<file path="src/rtl/dmem_pkg.sv">
// Shared types and helpers for the data memory with reset-time initialisation.
// Holds the sequencer state enum, the power-on pattern function and default sizes.
// Optional build macro used by the top level: DMEM_ASYNC_READ_EN.
package dmem_pkg;

  localparam int DMEM_DATA_WIDTH = 8;
  localparam int DMEM_ADDR_WIDTH = 8;
  localparam int DMEM_DEPTH      = 32;
  // Widest word the pattern helper can produce.
  localparam int DMEM_MAX_DATA_W = 64;

  typedef enum logic {
    INIT = 1'b0,
    RUN  = 1'b1
  } dmem_state_t;

  // Lower half of the array counts up from 0, upper half counts down from 0
  // (0, -1, -2, ...) in two's complement, masked to the word width.
  function automatic logic [DMEM_MAX_DATA_W-1:0] init_pattern(input int idx,
                                                              input int depth,
                                                              input int width);
    logic [DMEM_MAX_DATA_W-1:0] v;
    logic [DMEM_MAX_DATA_W-1:0] mask;
    int h;
    h = depth / 2;
    if (idx < h) v = DMEM_MAX_DATA_W'(idx);
    else         v = -(DMEM_MAX_DATA_W'(idx - h));
    if (width >= DMEM_MAX_DATA_W) mask = '1;
    else                          mask = (DMEM_MAX_DATA_W'(1) << width) - DMEM_MAX_DATA_W'(1);
    return v & mask;
  endfunction

endpackage

</file>
<file path="src/rtl/dmem_init_seq.sv">
// Initialisation sequencer: walks entries 0..DEPTH-1 after reset, one per cycle.
// Latency: ready rises DEPTH cycles after reset release.
// Reset at any time restarts the walk from entry 0.
module dmem_init_seq
  import dmem_pkg::*;
#(
  parameter int DATA_WIDTH = DMEM_DATA_WIDTH,
  parameter int DEPTH      = DMEM_DEPTH,
  parameter int IDX_W      = $clog2(DEPTH)
) (
  input  logic                  clk,
  input  logic                  reset,
  output logic                  init_we,
  output logic [IDX_W-1:0]      init_idx,
  output logic [DATA_WIDTH-1:0] init_data,
  output logic                  ready
);

  dmem_state_t      state;
  logic [IDX_W-1:0] cnt;

  // FSM: INIT counts through the array, RUN holds until the next reset.
  always_ff @(posedge clk) begin
    if (reset) begin
      state <= INIT;
      cnt   <= '0;
      ready <= 1'b0;
    end else begin
      case (state)
        INIT: begin
          cnt <= cnt + 1'b1;
          if (cnt == IDX_W'(DEPTH - 1)) begin
            state <= RUN;
            ready <= 1'b1;
          end
        end
        RUN: begin
          ready <= 1'b1;
        end
        default: begin
          state <= INIT;
          cnt   <= '0;
          ready <= 1'b0;
        end
      endcase
    end
  end

  // A reset edge never writes the array, even while in INIT.
  assign init_we  = (state == INIT) && !reset;
  assign init_idx = cnt;

  // Pattern value for the entry currently being written.
  always_comb begin
    init_data = DATA_WIDTH'(init_pattern(int'(cnt), DEPTH, DATA_WIDTH));
  end

endmodule

</file>
<file path="src/rtl/data_memory_init.sv">
// Single-port data memory, synchronous write, registered read (async read with DMEM_ASYNC_READ_EN).
// Latency: read data valid one cycle after the read strobe; writes are write-first.
// While initialising (ready low) user accesses are ignored and writes flagged via write_dropped.
module data_memory_init
  import dmem_pkg::*;
#(
  parameter int DATA_WIDTH = DMEM_DATA_WIDTH,
  parameter int ADDR_WIDTH = DMEM_ADDR_WIDTH,
  parameter int DEPTH      = DMEM_DEPTH
) (
  input  logic                  clk,
  input  logic                  reset,
  input  logic [ADDR_WIDTH-1:0] address,
  input  logic                  write,
  input  logic                  read,
  input  logic [DATA_WIDTH-1:0] data_inputs,
  output logic [DATA_WIDTH-1:0] data_outputs,
  output logic                  ready,
  output logic                  write_dropped
);

  localparam int IDX_W = $clog2(DEPTH);

  logic [DATA_WIDTH-1:0] mem [DEPTH];
  logic [IDX_W-1:0]      idx;
  logic                  init_we;
  logic [IDX_W-1:0]      init_idx;
  logic [DATA_WIDTH-1:0] init_data;
  logic                  user_we;

  // Upper address bits alias onto the array.
  assign idx     = address[IDX_W-1:0];
  assign user_we = ready && write && !reset;

  dmem_init_seq #(
    .DATA_WIDTH (DATA_WIDTH),
    .DEPTH      (DEPTH),
    .IDX_W      (IDX_W)
  ) u_seq (
    .clk       (clk),
    .reset     (reset),
    .init_we   (init_we),
    .init_idx  (init_idx),
    .init_data (init_data),
    .ready     (ready)
  );

  // Array write port: sequencer owns it during INIT, user port in RUN.
  always_ff @(posedge clk) begin
    if (init_we) begin
      mem[init_idx] <= init_data;
    end else if (user_we) begin
      mem[idx] <= data_inputs;
    end
  end

  // Flag user writes that land while the array is still being initialised.
  always_ff @(posedge clk) begin
    if (reset) write_dropped <= 1'b0;
    else       write_dropped <= write && !ready;
  end

`ifdef DMEM_ASYNC_READ_EN
  // Legacy combinational read; a same-cycle write shows up after the edge.
  assign data_outputs = ready ? mem[idx] : '0;

  logic unused_read;
  assign unused_read = read;
`else
  // Registered read, write-first on a same-index write in the same cycle.
  always_ff @(posedge clk) begin
    if (reset) begin
      data_outputs <= '0;
    end else if (ready && read) begin
      data_outputs <= write ? data_inputs : mem[idx];
    end
  end
`endif

  generate
    if (ADDR_WIDTH > IDX_W) begin : g_alias
      logic unused_addr_hi;
      assign unused_addr_hi = ^address[ADDR_WIDTH-1:IDX_W];
    end
  endgenerate

endmodule

</file>
<file path="config.mk">
export PLATFORM = sky130hd
export DESIGN_NAME = data_memory_init
export DESIGN_NICKNAME = d
export VERILOG_FILES = /design/src/rtl/dmem_pkg.sv /design/src/rtl/dmem_init_seq.sv /design/src/rtl/data_memory_init.sv
export SDC_FILE = /design/constraint.sdc
export NUM_CORES = 1
export LEC_CHECK = 0
export CAP_MARGIN = 0
export CORE_MARGIN = 1.5
export CORE_UTILIZATION = 35
export CTS_BUF_LIST = sky130_fd_sc_hd__clkbuf_8
export DETAILED_ROUTE_END_ITERATION = 16
export PLACE_DENSITY = 0.61
export SKIP_CTS_REPAIR_TIMING = 1
export SYNTH_ARGS = -nofsm -noshare
export SYNTH_HDL_FRONTEND = slang
export SYNTH_SLANG_ARGS = --single-unit
</file>
<file path="constraint.sdc">
create_clock -name clk -period 4.7 [get_ports clk]
set_input_delay 0.94 -clock clk [delete_from_list [all_inputs] [get_ports clk]]
set_output_delay 0.94 -clock clk [all_outputs]
set_load 0.02 [all_outputs]
</file>
==> results_dict.tcl, run 1 <==
set metrics [dict create \
    grt_max_degree 50 \
    synth_top_family_by_area "multiplexers" \
    rows 65 \
    cp.required_ns 4.86 \
    synthTopCellsByArea "edfxtp_1 (69%), mux2i_1 (6.3%), mux4_2 (3.0%)" \
    detail_route.first_pass.iterations 4 \
    dieArea_sq_um 33000 \
    drv_cap 0 \
    die_x_microns 182 \
    cts_buffer_depth 3 \
    endpoint "mem[8][7]" \
    crit_arrival_ns 3.47 \
    cp_max_fo 19 \
    fin_crit_sh 0.703 \
    powerDensity_nw_per_um2 375 \
    clkPwrFrac 0.389 \
    cts_tree "yes" \
    synth_top_area_share 0.688 \
    cp-end-kind "register" \
    nets 766 \
    muxShareOfSynthArea 0.127 \
    via_per_inst 5.27 \
    fin_util 0.405 \
    num-fill-cells 2807 \
    antenna_cells 0 \
    insertion_delay_ns 0.56 \
    clock_sinks 272 \
    syn_area_sq_um 11200 \
    syn_nets 698 \
    multiInputGateArea_sq_um 2870 \
    synth_flop_cell "edfxtp_1" \
    cts-htree-levels 2 \
    pin_count 30 \
    grt_pass1_wl_microns 39500 \
    hold_path.class "reg -> reg" \
    seq_area_sq_um 8010 \
    antenna_found_initial 1 \
    cp-start-kind "input pin" \
    timing.final.ws_setup_ns 1.39 \
    fin_skew_ns 0.0265 \
    die_h_microns 182 \
    reg2reg_depth 4 \
    fmax_mhz 303 \
    p_int_uw 3720 \
    synth-adder-area-share 0.00336 \
    synth_edf_count 256 \
    period_needed_ns 3.31 \
    portBuffers 26 \
    synthXorXnorAreaFrac 0.00313 \
    irDropWorstVdd_mv 0.138 \
    async_reset_ff_frac 0 \
    tns_ns 0 \
    status "completed" \
    gp_congestion 0.849 \
    drive_gt1_frac 0.181 \
    yosysWarnings 0 \
    regToRegEndpoint "mem[8][7]" \
    cts_buffers 45 \
    criticalPathCategory "in -> reg" \
    first_iter_violations 429 \
    synthSimpleGateAreaFrac 0.0566 \
    start_util 0.355 \
    synth-seq-cells 272 \
    pwr-share-comb 0.054 \
    reg2reg_slack_ns 1.87 \
    synth.most_common_cell "edfxtp_1" \
    slew-limit-headroom 0.360 \
    p_leak_uw 0.00437 \
    clk_pin_slew_worst_paths_ns 0.07 \
    grt_pass1_vias 6251 \
    coreArea_sq_um 31500 \
    cts-root-buf "clkbuf_8" \
    dp_slack_ns 0.930 \
    synth_cells 675 \
    gr-total-overflow 0 \
    rsz0062_at_grt "false" \
    drtAntennaViolNets 0 \
    dp_cells 1098 \
    synth_common_cells "edfxtp_1 (256), mux2i_1 (70), nor2_1 (51), nand2_1 (27)" \
    reg2reg_from "u_seq.state" \
    track_usage 0.163 \
    wl_microns 26400 \
    p_seq_frac 0.558 \
    tightestPinTransition_ns 0.960 \
    synth_top_area_cell "edfxtp_1" \
    drc 0 \
    finalSetupViolCount 0 \
    p_sw_uw 1060 \
    via_count 6195 \
    hold_violations 0 \
    wl_per_cell_microns 22.4 \
    syn2layout_area_growth_pct 14.0 \
    yosysUniqueCellTypes 52 \
    swShare 0.222 \
    fin_cells 1176 \
    ys_seq_area_frac 0.716 \
    hpwl_microns 17000 \
    slew_violations 0 \
    synth-compound-area-share 0.0642 \
    avgSynthCellArea_sq_um 16.6 \
    cp-startpoint "reset" \
]
==> metal layers <==
layer,part of all wire,vias up,track usage
li1,-,2799,-
met1,0.44,3142,0.225
met2,0.46,207,0.258
met3,0.073,47,0.0357
met4,0.026,0,0.0540
met5,0,-,0
==> final cells by class <==
| class | count | share of cell area |
|---|---|---|
| inverter | 7 | 0.00206 |
| tap | 402 | 0.0395 |
| multi-input combinational | 354 | 0.225 |
| sequential | 272 | 0.629 |
| timing repair buffer | 63 | 0.0423 |
| clock inverter | 31 | 0.0115 |
| clock buffer | 47 | 0.0508 |
==> power by group through the flow <==
stage          Clock [uW]  Combinational, uW  Sequential, uW
2_1_floorplan           0                173            2710
3_3_place_gp            0                255            2710
3_5_place_dp            0                257            2710
4_1_cts              1900                258            2660
5_1_grt              2000                276            2660
6_report             1860                257            2660
==> worst max-delay path, cell delays in order <==
cell             delay (ns)
clkdlybuf4s50_1        0.40
buf_4                  0.21
nand4b_2               0.45
mux2i_1                0.30
nand2_1                0.35
nor2_1                 0.79
==> how the worst min path moves through the flow <==
stage | end | slack (ns) | depth (start not counted) | start
after floorplan | u_seq.init_idx[0] | 0.51 | 2 | u_seq.init_idx[0]
after global placement | data_outputs[2] | 0.50 | 2 | data_outputs[2]
final | data_outputs[2] | 0.52 | 2 | data_outputs[2]
after global routing | data_outputs[3] | 0.56 | 2 | data_outputs[3]
after CTS | data_outputs[2] | 0.52 | 2 | data_outputs[2]
after detailed placement | data_outputs[2] | 0.51 | 2 | data_outputs[2]
==> stage by stage <==
step / total power [uW] / cell area, sq um / hold WS, ns
4_1_cts: 4820 / 12700 / 0.517
3_3_place_gp: 2970 / 11900 / 0.499
3_5_place_dp: 2970 / 11900 / 0.509
5_1_grt: 4940 / 12700 / 0.563
2_1_floorplan: 2880 / 11200 / 0.512
6_report: 4780 / 12700 / 0.516
==> placed cells by master (no fill, tap or decap), drive strengths merged, types with 19 or more instances in the layout <==
master and count:
edfxtp 256, mux4 20, clkdlybuf4s50 25, nor2 52, inv 21, a21oi 22
clkbuf 47, nand2 27, mux2i 70, mux2 22, buf 38, o21ai 19
==> sequential cells by signal (all words and copies together) (netlist names) <==
name and flops:
mem 256, u_seq.ready 1, u_seq.init_idx 5, data_outputs 8
u_seq.state 1, write_dropped 1
==> logic make-up after synthesis <==
| family | after synthesis |
|---|---|
| flip-flops | 272 |
| AND/OR/NAND/NOR | 132 |
| multiplexers | 112 |
| AO/OA/AOI/OAI | 103 |
| buffers and inverters | 49 |
| XOR/XNOR | 4 |
| adder cells (fa/ha/maj) | 3 |
Note: power is estimated with default switching activity, not from simulation.
==> run 2: changes to the inputs <==
==> constraint.sdc (replaced) <==
create_clock -name clk -period 3.4 [get_ports clk]
set_input_delay 0.68 -clock clk [delete_from_list [all_inputs] [get_ports clk]]
set_output_delay 0.68 -clock clk [all_outputs]
set_load 0.02 [all_outputs]
==> results_dict.tcl, run 2 (synthesized netlist as in run 1, its figures left out) <==
set metrics [dict create \
    hold_violations 0 \
    tns_ns 0 \
    cts_buffer_depth 3 \
    wl_microns 26500 \
    pin_count 30 \
    cp.required_ns 3.87 \
    cts_buffers 45 \
    wl_per_cell_microns 21.9 \
    layout_common_cells "edfxtp_1 (256), mux2i_1 (70), buf_4 (61), nor2_1 (51), clkbuf_8 (47)" \
    first_iter_violations 534 \
    cp-start-kind "input pin" \
    via_per_inst 5.16 \
    cts_tree "yes" \
    die_x_microns 182 \
    detail_route.first_pass.iterations 5 \
    clock_sinks 272 \
    critPathBufInv 1 \
    slew-limit-headroom 0.365 \
    timing.final.ws_setup_ns 0.784 \
    rsz0062_at_grt "false" \
    gr-total-overflow 0 \
    seq_area_sq_um 8010 \
    slowest_delay_ns 0.70 \
    multiInputGateArea_sq_um 2870 \
    num-fill-cells 2770 \
    fmax_mhz 382 \
    portBuffers 26 \
    cp-end-kind "register" \
    cpMaxStageDelayCell "clkdlybuf4s50_1" \
    dieArea_sq_um 33000 \
    crit_chain "clkdlybuf4s50_1 -> nand2b_1 -> o221ai_1 -> o21ai_0 -> nand3_1 -> a311oi_1" \
    drv_cap 0 \
    antenna_cells 0 \
    criticalPathCategory "in -> reg" \
    hpwl_microns 17300 \
    insertion_delay_ns 0.56 \
    cp_max_fo 7 \
    powerDensity_nw_per_um2 507 \
    slew_violations 0 \
    finalSetupViolCount 0 \
    track_usage 0.163 \
    rows 65 \
    fin_skew_ns 0.0326 \
    crit_family "compound AO/OA/AOI/OAI gates" \
    crit_arrival_ns 3.08 \
    via_count 6239 \
    tightestPinTransition_ns 0.952 \
    grt_pass1_vias 6199 \
    irDropWorstVdd_mv 0.205 \
    drtAntennaViolNets 0 \
    p_leak_uw 0.00453 \
    die_h_microns 182 \
    clk_pin_slew_worst_paths_ns 0.06 \
    nets 793 \
    fin_util 0.412 \
    grt_max_degree 56 \
    grt_pass1_wl_microns 39200 \
    status "completed" \
    gp_congestion 0.884 \
    fin_crit_sh 0.769 \
    coreArea_sq_um 31500 \
    largest_register_ffs 256 \
    cts-root-buf "clkbuf_8" \
    max_flop_register "mem" \
    cts-htree-levels 2 \
    drc 0 \
    syn2layout_area_growth_pct 16.1 \
    final_common_cell "edfxtp_1" \
    antenna_found_initial 0 \
    drive_gt1_frac 0.212 \
    hold_path.class "reg -> reg" \
    period_needed_ns 2.62 \
    dp_slack_ns 0.255 \
    start_util 0.355 \
]
-- run 2: worst register-to-register path, delay by kind of cell (launching register included) --
kind	cells	cell delay (ns)
buffers and inverters	1	0.33
AO/OA/AOI/OAI	1	0.95
AND/OR/NAND/NOR	1	0.53
flip-flops	1	0.58
-- run 2: final timing paths --
check                        from               to  slack (ns)  cells past startpoint
setup / recovery       address[1]  data_outputs[3]        0.78                      6
setup reg to reg      u_seq.state       mem[22][4]        0.85                      3
hold / removal    data_outputs[3]  data_outputs[3]        0.50                      2
hold reg to reg   data_outputs[3]  data_outputs[3]        0.50                      2
-- run 2: through the flow --
stage          std cells  cell area, sq um  total power (uW)  hold WS (ns)
2_1_floorplan        675             11200              3990         0.512
3_5_place_dp        1125             12200              4120         0.500
6_report            1208             13000              6580         0.504
5_1_grt             1208             13000              6840         0.540
4_1_cts             1208             13000              6640         0.508
3_3_place_gp        1125             12200              4120         0.494
-- run 2: report_power, final --
group          leakage [uW]  internal (uW)  switching, uW
logic               0.00156            140            233
clock network      0.000461           1280           1250
registers           0.00251           3670           11.4
total               0.00453           5090           1490
-- run 2: cell type report --
type	count	area share
Inverter	7	0.00202
Clock buffer	47	0.0498
Multi-Input combinational cell	354	0.221
Tap cell	402	0.0388
Clock inverter	36	0.0112
Timing Repair Buffer	90	0.0601
Sequential cell	272	0.617
-- run 2: layer usage --
layer,global-route usage,routed length [microns],vias to the layer above
met1,0.209,11200,3135
met3,0.0377,1740,44
met5,0,0,-
li1,-,-,2860
met2,0.270,12900,200
met4,0.0577,615,0
